## config.mk

```make
export PLATFORM = sky130hd
export DESIGN_NAME = pwm_nch_dt
export DESIGN_NICKNAME = d
export VERILOG_FILES = /design/src/rtl/pwm_nch_dt.sv
export SDC_FILE = /design/constraint.sdc
export NUM_CORES = 1
export LEC_CHECK = 0
export ABC_AREA = 1
export BUFFER_PORTS_ARGS = -buffer_cell sky130_fd_sc_hd__buf_4
export CAP_MARGIN = 10
export CORE_MARGIN = 4
export CORE_UTILIZATION = 30
export CTS_BUF_LIST = sky130_fd_sc_hd__clkbuf_4 sky130_fd_sc_hd__clkbuf_8 sky130_fd_sc_hd__clkbuf_16
export DETAILED_ROUTE_END_ITERATION = 10
export GPL_TIMING_DRIVEN = 0
export SYNTH_ARGS = -nofsm -noshare
export SYNTH_HDL_FRONTEND = slang
export SYNTH_SLANG_ARGS = --single-unit
```

## constraint.sdc

```tcl
create_clock -name clk -period 2.6 [get_ports clk]
set_input_delay 0.39 -clock clk [delete_from_list [all_inputs] [get_ports clk]]
set_output_delay 0.39 -clock clk [all_outputs]
set_load 0.01 [all_outputs]
```

## src/rtl/pwm_nch_dt.sv

```systemverilog
// pwm_nch_dt: multi-channel PWM with complementary outputs and dead-time insertion.
// Ports:
//   clk          - clock, all state updates on rising edge
//   rst_n        - asynchronous active-low reset
//   en           - run enable; low holds the counter at 0 and forces outputs off
//   duty         - NCH packed duty fields, channel i at [i*WIDTH +: WIDTH]
//   duty_vld     - strobe capturing all duty fields into the pending register
//   dead_time    - dead-time in cycles, shared by all channels
//   pwm_hi       - per-channel high-side drive
//   pwm_lo       - per-channel low-side drive
//   period_start - high during the cycle in which the counter is 0
module pwm_nch_dt #(
    parameter int WIDTH  = 11,
    parameter int NCH    = 2,
    parameter int DT_W   = 6,
    parameter int CENTER = 0
) (
    input  logic                  clk,
    input  logic                  rst_n,
    input  logic                  en,
    input  logic [NCH*WIDTH-1:0]  duty,
    input  logic                  duty_vld,
    input  logic [DT_W-1:0]       dead_time,
    output logic [NCH-1:0]        pwm_hi,
    output logic [NCH-1:0]        pwm_lo,
    output logic                  period_start
);
    localparam logic [WIDTH-1:0] MAX    = '1;
    localparam logic [DT_W-1:0]  DT_MAX = '1;

    logic [WIDTH-1:0] cnt, cnt_nxt;
    logic             dir, dir_nxt;
    logic             wrap;
    logic [WIDTH-1:0] pend [NCH];
    logic [WIDTH-1:0] act  [NCH];
    logic [DT_W-1:0]  act_dt;
    logic [DT_W-1:0]  dtc  [NCH];
    logic [NCH-1:0]   raw_q, raw_nxt;

    // wrap marks the edge on which the counter returns to 0 (period boundary)
    always_comb begin
        cnt_nxt = cnt + 1'b1;
        dir_nxt = dir;
        wrap    = (cnt == MAX);
        if (CENTER != 0) begin
            wrap    = dir && (cnt == WIDTH'(1));
            cnt_nxt = (dir || cnt == MAX) ? cnt - 1'b1 : cnt + 1'b1;
            dir_nxt = dir ? (cnt != WIDTH'(1)) : (cnt == MAX);
        end
        if (!en) begin
            cnt_nxt = '0;
            dir_nxt = 1'b0;
            wrap    = 1'b0;
        end
    end

    always_comb begin
        raw_nxt = '0;
        for (int i = 0; i < NCH; i++)
            raw_nxt[i] = en && (cnt < act[i]);
    end

    always_ff @(posedge clk or negedge rst_n) begin
        if (!rst_n) begin
            cnt    <= '0;
            dir    <= 1'b0;
            act_dt <= '0;
            raw_q  <= '0;
            pwm_hi <= '0;
            pwm_lo <= '0;
            for (int i = 0; i < NCH; i++) begin
                pend[i] <= '0;
                act[i]  <= '0;
                dtc[i]  <= '0;
            end
        end else begin
            cnt   <= cnt_nxt;
            dir   <= dir_nxt;
            raw_q <= raw_nxt;
            if (wrap)
                act_dt <= dead_time;
            for (int i = 0; i < NCH; i++) begin
                if (duty_vld)
                    pend[i] <= duty[i*WIDTH +: WIDTH];
                // a strobe coinciding with the boundary bypasses pending
                if (wrap)
                    act[i] <= duty_vld ? duty[i*WIDTH +: WIDTH] : pend[i];
                // dtc restarts on the same edge raw_q toggles, so it counts cycles of stable raw_q
                dtc[i]    <= (raw_nxt[i] != raw_q[i]) ? '0 : (dtc[i] == DT_MAX ? dtc[i] : dtc[i] + 1'b1);
                pwm_hi[i] <= en && raw_q[i] && (dtc[i] >= act_dt);
                pwm_lo[i] <= en && !raw_q[i] && (dtc[i] >= act_dt);
            end
        end
    end

    assign period_start = rst_n && en && (cnt == '0);
endmodule

```

==> results_tabular.tex <==
\begin{tabular}{lr}
\hline
Metric & Value \\
\hline
\multicolumn{2}{l}{\textbf{Status}} \\
Outcome & complete, no violations \\
\multicolumn{2}{l}{\textbf{STA}} \\
Final setup viols & 0 \\
Clock Skews & roughly 0.0063 ns \\
Setup slack of the critical path after layout & just over 0.4 ns \\
Tightest Pin Transition & between 1 and 1.5 ns \\
Peak clock frequency supported by timing & about 0.46 GHz \\
Final worst path period need & roughly 2.2 ns \\
Period Utilization, post-route & between 80 and 90\% \\
Post-route setup TNS & 0 ns \\
Slew HR & between 30\% and 40\% \\
Number of pins with negative max-slew slack in the final report & 0 \\
RSZ-0062 raised after global routing & no \\
Final Hold Fails & 0 \\
\multicolumn{2}{l}{\textbf{Floorplanning}} \\
Area of the die & approximately 17000 um\^{}2 \\
I/O pins & 37 \\
Starting density of the core & a little under a third \\
Standard cell core area & 14500 um\^{}2 \\
X dimension of the die & roughly 130 um \\
Number of placement rows & 44 \\
Die height & approximately 130 um \\
\multicolumn{2}{l}{\textbf{Worst setup path}} \\
CP max stage delay & approximately 0.74 ns \\
Worst setup path endpoint & period\_start \\
Required time at the endpoint of the critical path & $\sim$2.2 ns \\
Largest fanout on the critical path & 80 \\
Reg2reg setup slack & $\sim$0.79 ns \\
Worst endpoint data arrival time & about 1.8 ns \\
Cell mode on critical path & sky130\_fd\_sc\_hd\_\_buf\_4 \\
Type of origin of the critical path & input pin \\
Buffers and inverters on the worst path & 2 \\
Launch point of the worst path & rst\_n \\
Worst reg2reg startpoint & cnt[1] \\
Category of the worst setup path capture point & primary output \\
Crit path max-delay cell type & sky130\_fd\_sc\_hd\_\_buf\_4 \\
Path type of the worst setup path & in2out \\
CP delay by family, top & buffers and inverters \\
R2R depth & 11 \\
Cell breakdown of the critical path & buf\_4 -> nand4\_1 -> nor3\_1 -> buf\_4 \\
R2r endpoint & act[18] \\
Total stage count of the critical path & 4 \\
\multicolumn{2}{l}{\textbf{Power}} \\
Worst vdd rail ir drop & 309 uV \\
Pwr/cell area & 687 nW/um\^{}2 \\
Static leakage power & about 0.0026 uW \\
\multicolumn{2}{l}{\textbf{CTS}} \\
Number of sinks driven by the clock tree & 79 \\
Number of buffers added by the clock tree synthesis step & 9 \\
Maximum buffer depth of the clock tree & 2 \\
Number of hold-repair buffers added at the cts stage & 0 \\
CTS tree & done \\
Number of levels in the clock H-tree & 3 \\
Count of buffers added by post-CTS timing repair for setup & 0 \\
Number of cells upsized or downsized after cts & 0 \\
Root Driver & sky130\_fd\_sc\_hd\_\_clkbuf\_16 \\
Clock transition at path regs & 0.06 ns \\
Clock latency on the worst-skew pair & 0.34 ns \\
\multicolumn{2}{l}{\textbf{Global routing}} \\
Vias in the first global route & between 3000 and 4000 \\
Fraction of met3 tracks used by global routing & under 10\% \\
Top Usage Layer GRT & met2 \\
Largest net degree at the start of global routing & just over 80 \\
Grt ovf & 0 \\
Tot GR Track Use & 11.5\% \\
Global-route met2 utilization & 19.4\% \\
Number of antenna violations at the first check in global routing & 0 \\
Met1 usage in global routing & between 10 and 15\% \\
Wire length of the first global-routing pass & between 15 and 20 mm \\
\multicolumn{2}{l}{\textbf{Synthesis}} \\
Sequential cell area fraction in the yosys report & 44.8\% \\
Cell type contributing the most total cell area after synthesis & sky130\_fd\_sc\_hd\_\_dfrtp\_1 \\
Number of synthesized register bits & 79 \\
Gate count of the mapped netlist & between 400 and 500 \\
Synthesized area & around 4400 um\^{}2 \\
Post-synthesis net count & $\sim$550 \\
Synthesized area per cell & between 9 and 10 um\^{}2 \\
Cells taking the most area after synthesis & sky130\_fd\_sc\_hd\_\_dfrtp\_1 45\%, sky130\_fd\_sc\_hd\_\_ha\_1 10\%, sky130\_fd\_sc\_hd\_\_nand2\_1 9.1\% \\
Count of different cell masters after synthesis & 29 \\
Proportion of netlist area held by the largest area contributor & 44.8\% \\
Count of synthesis-stage warnings from yosys & 0 \\
\multicolumn{2}{l}{\textbf{Place}} \\
Global placer's final weighted congestion & just over 0.8 \\
Total half-perimeter wirelength after legalization and detailed placement & approximately 6.6 mm \\
Area post-placement & between 4000 and 5000 um\^{}2 \\
Worst setup timing slack at the placement stage & a little under 0.3 ns \\
Count of placed standard cells including taps & 698 \\
Number of buffers inserted by port buffering & 35 \\
\multicolumn{2}{l}{\textbf{Route}} \\
First DRT Iteration DRCs & about 200 \\
Overall via count from detail\_route & 3227 \\
DR WL/cell & between 10 and 15 um \\
Ratio of routed vias to standard cells & 4.52 \\
DRC errors left & 0 \\
Pre-Repair DR Iteration Count & 5 \\
Total routed wirelength & between 8 and 9 mm \\
Number of antenna-violating nets in the routed design & 0 \\
\multicolumn{2}{l}{\textbf{Finish}} \\
Number of antenna cells inserted & 0 \\
Post-route cell area & around 5200 um\^{}2 \\
Number of inserted filler cells in the final layout & about 1500 \\
Layout cell share with drive strength beyond 1 & 21.1\% \\
Final nets & approximately 590 \\
Non-filler instance count after layout & around 710 \\
Synth-to-layout area growth & 18.9\% \\
\multicolumn{2}{l}{\textbf{Hold path}} \\
Hold Crit Class & in2async \\
\multicolumn{2}{l}{\textbf{Run}} \\
Count of max-cap constraint violations & 0 \\
\hline
\end{tabular}
-- final cells by class --
class                           count  area [um^2]  area share, %
Tap cell                          184          230           4.39
Buffer                             12          159           3.03
Multi-Input combinational cell    312         1990           37.9
Timing Repair Buffer               35          263           5.01
Clock inverter                      4         76.3           1.45
Clock buffer                       12          267           5.08
Sequential cell                    79         1980           37.7
Inverter                           76          285           5.44
-- per-layer routing --
| layer | up-vias | share of wire (%) |
|---|---|---|
| met1 | 1542 | 44 |
| met3 | 13 | 4.1 |
| met5 | - | 0 |
| met4 | 0 | 1.8 |
| met2 | 43 | 50 |
| li1 | 1629 | - |
-- cell usage after synthesis, drive strengths merged --
cell type,instances
nor3,7
a21boi,1
nand2,110
o211ai,3
a21oi,18
o21ai,12
buf,9
inv,76
o21a,2
a31o,1
ha,36
dfrtp,79
clkbuf,3
nor2,35
nand4,9
nand3b,1
mux2i,1
xor2,3
nand3,51
mux2,22
-- worst min-delay path by stage --
stage                 startpoint        end  slack, ns
floorplan                  rst_n     act[0]       0.09
global placement         act[21]    act[21]       0.46
detailed placement       act[11]    act[11]       0.46
CTS                        rst_n    dtc[11]       0.27
global route        dead_time[0]  act_dt[0]       0.29
finish                     rst_n  act_dt[0]       0.23
-- cells by family after synthesis --
logic type      after synthesis  share of synthesized area, %
compound gates               37                          4.62
flops                        79                          44.8
mux                          23                          5.84
buf+inv                      88                          10.1
fa+ha+maj                    36                          10.2
simple gates                213                          23.9
xor+xnor                      3                         0.596
-- report_power, final --
part | leakage (uW) | internal [uW] | total (uW) | switching [uW]
clock | 0.000165 | 921 | 1430 | 506
combinational | 0.00140 | 327 | 699 | 372
sequential | 0.00103 | 1360 | 1480 | 117
total | 0.00260 | 2610 | 3610 | 995
-- stage by stage --
step	total power [uW]	util, %	hold slack (ns)
after floorplan	1980	-	0.0944
after global placement	2160	33.9	0.457
after detailed placement	2210	33.9	0.459
after CTS	3660	36.2	0.269
after global routing	3820	36.2	0.293
final	3610	36.2	0.227
-- placed cells by master (no fill, tap or decap), drive strengths merged --
| cell | netlist | final |
|---|---|---|
| a31o | 1 | 1 |
| buf | 9 | 44 |
| mux2 | 22 | 22 |
| ha | 36 | 36 |
| nor3 | 7 | 7 |
| a21boi | 1 | 1 |
| inv | 76 | 76 |
| a21oi | 18 | 18 |
| bufinv | 0 | 2 |
| o211ai | 3 | 3 |
| o21a | 2 | 2 |
| nand4 | 9 | 9 |
| nand3 | 51 | 51 |
| clkinvlp | 0 | 1 |
| dfrtp | 79 | 79 |
| nor2 | 35 | 35 |
| clkinv | 0 | 1 |
| o21ai | 12 | 12 |
| xor2 | 3 | 3 |
| nand2 | 110 | 110 |
| clkbuf | 3 | 15 |
| mux2i | 1 | 1 |
| nand3b | 1 | 1 |
-- worst reg2reg max path: stages, from the launching register on --
cell	delay [ns]
sky130_fd_sc_hd__dfrtp_1	0.47
sky130_fd_sc_hd__ha_1	0.27
sky130_fd_sc_hd__nand2_2	0.07
sky130_fd_sc_hd__inv_2	0.09
sky130_fd_sc_hd__nand3_4	0.08
sky130_fd_sc_hd__nor2_4	0.13
sky130_fd_sc_hd__nand2_4	0.09
sky130_fd_sc_hd__nor2_8	0.12
sky130_fd_sc_hd__nand2_4	0.12
sky130_fd_sc_hd__buf_6	0.17
sky130_fd_sc_hd__nand2_1	0.06
sky130_fd_sc_hd__nand2_1	0.05
-- flip-flops by register name, indices dropped and copies added (netlist names) --
name	count
act	22
pend	22
dtc	12
cnt	11
act_dt	6
pwm_hi	2
pwm_lo	2
raw_q	2
Power figures use the tool's default switching activity.
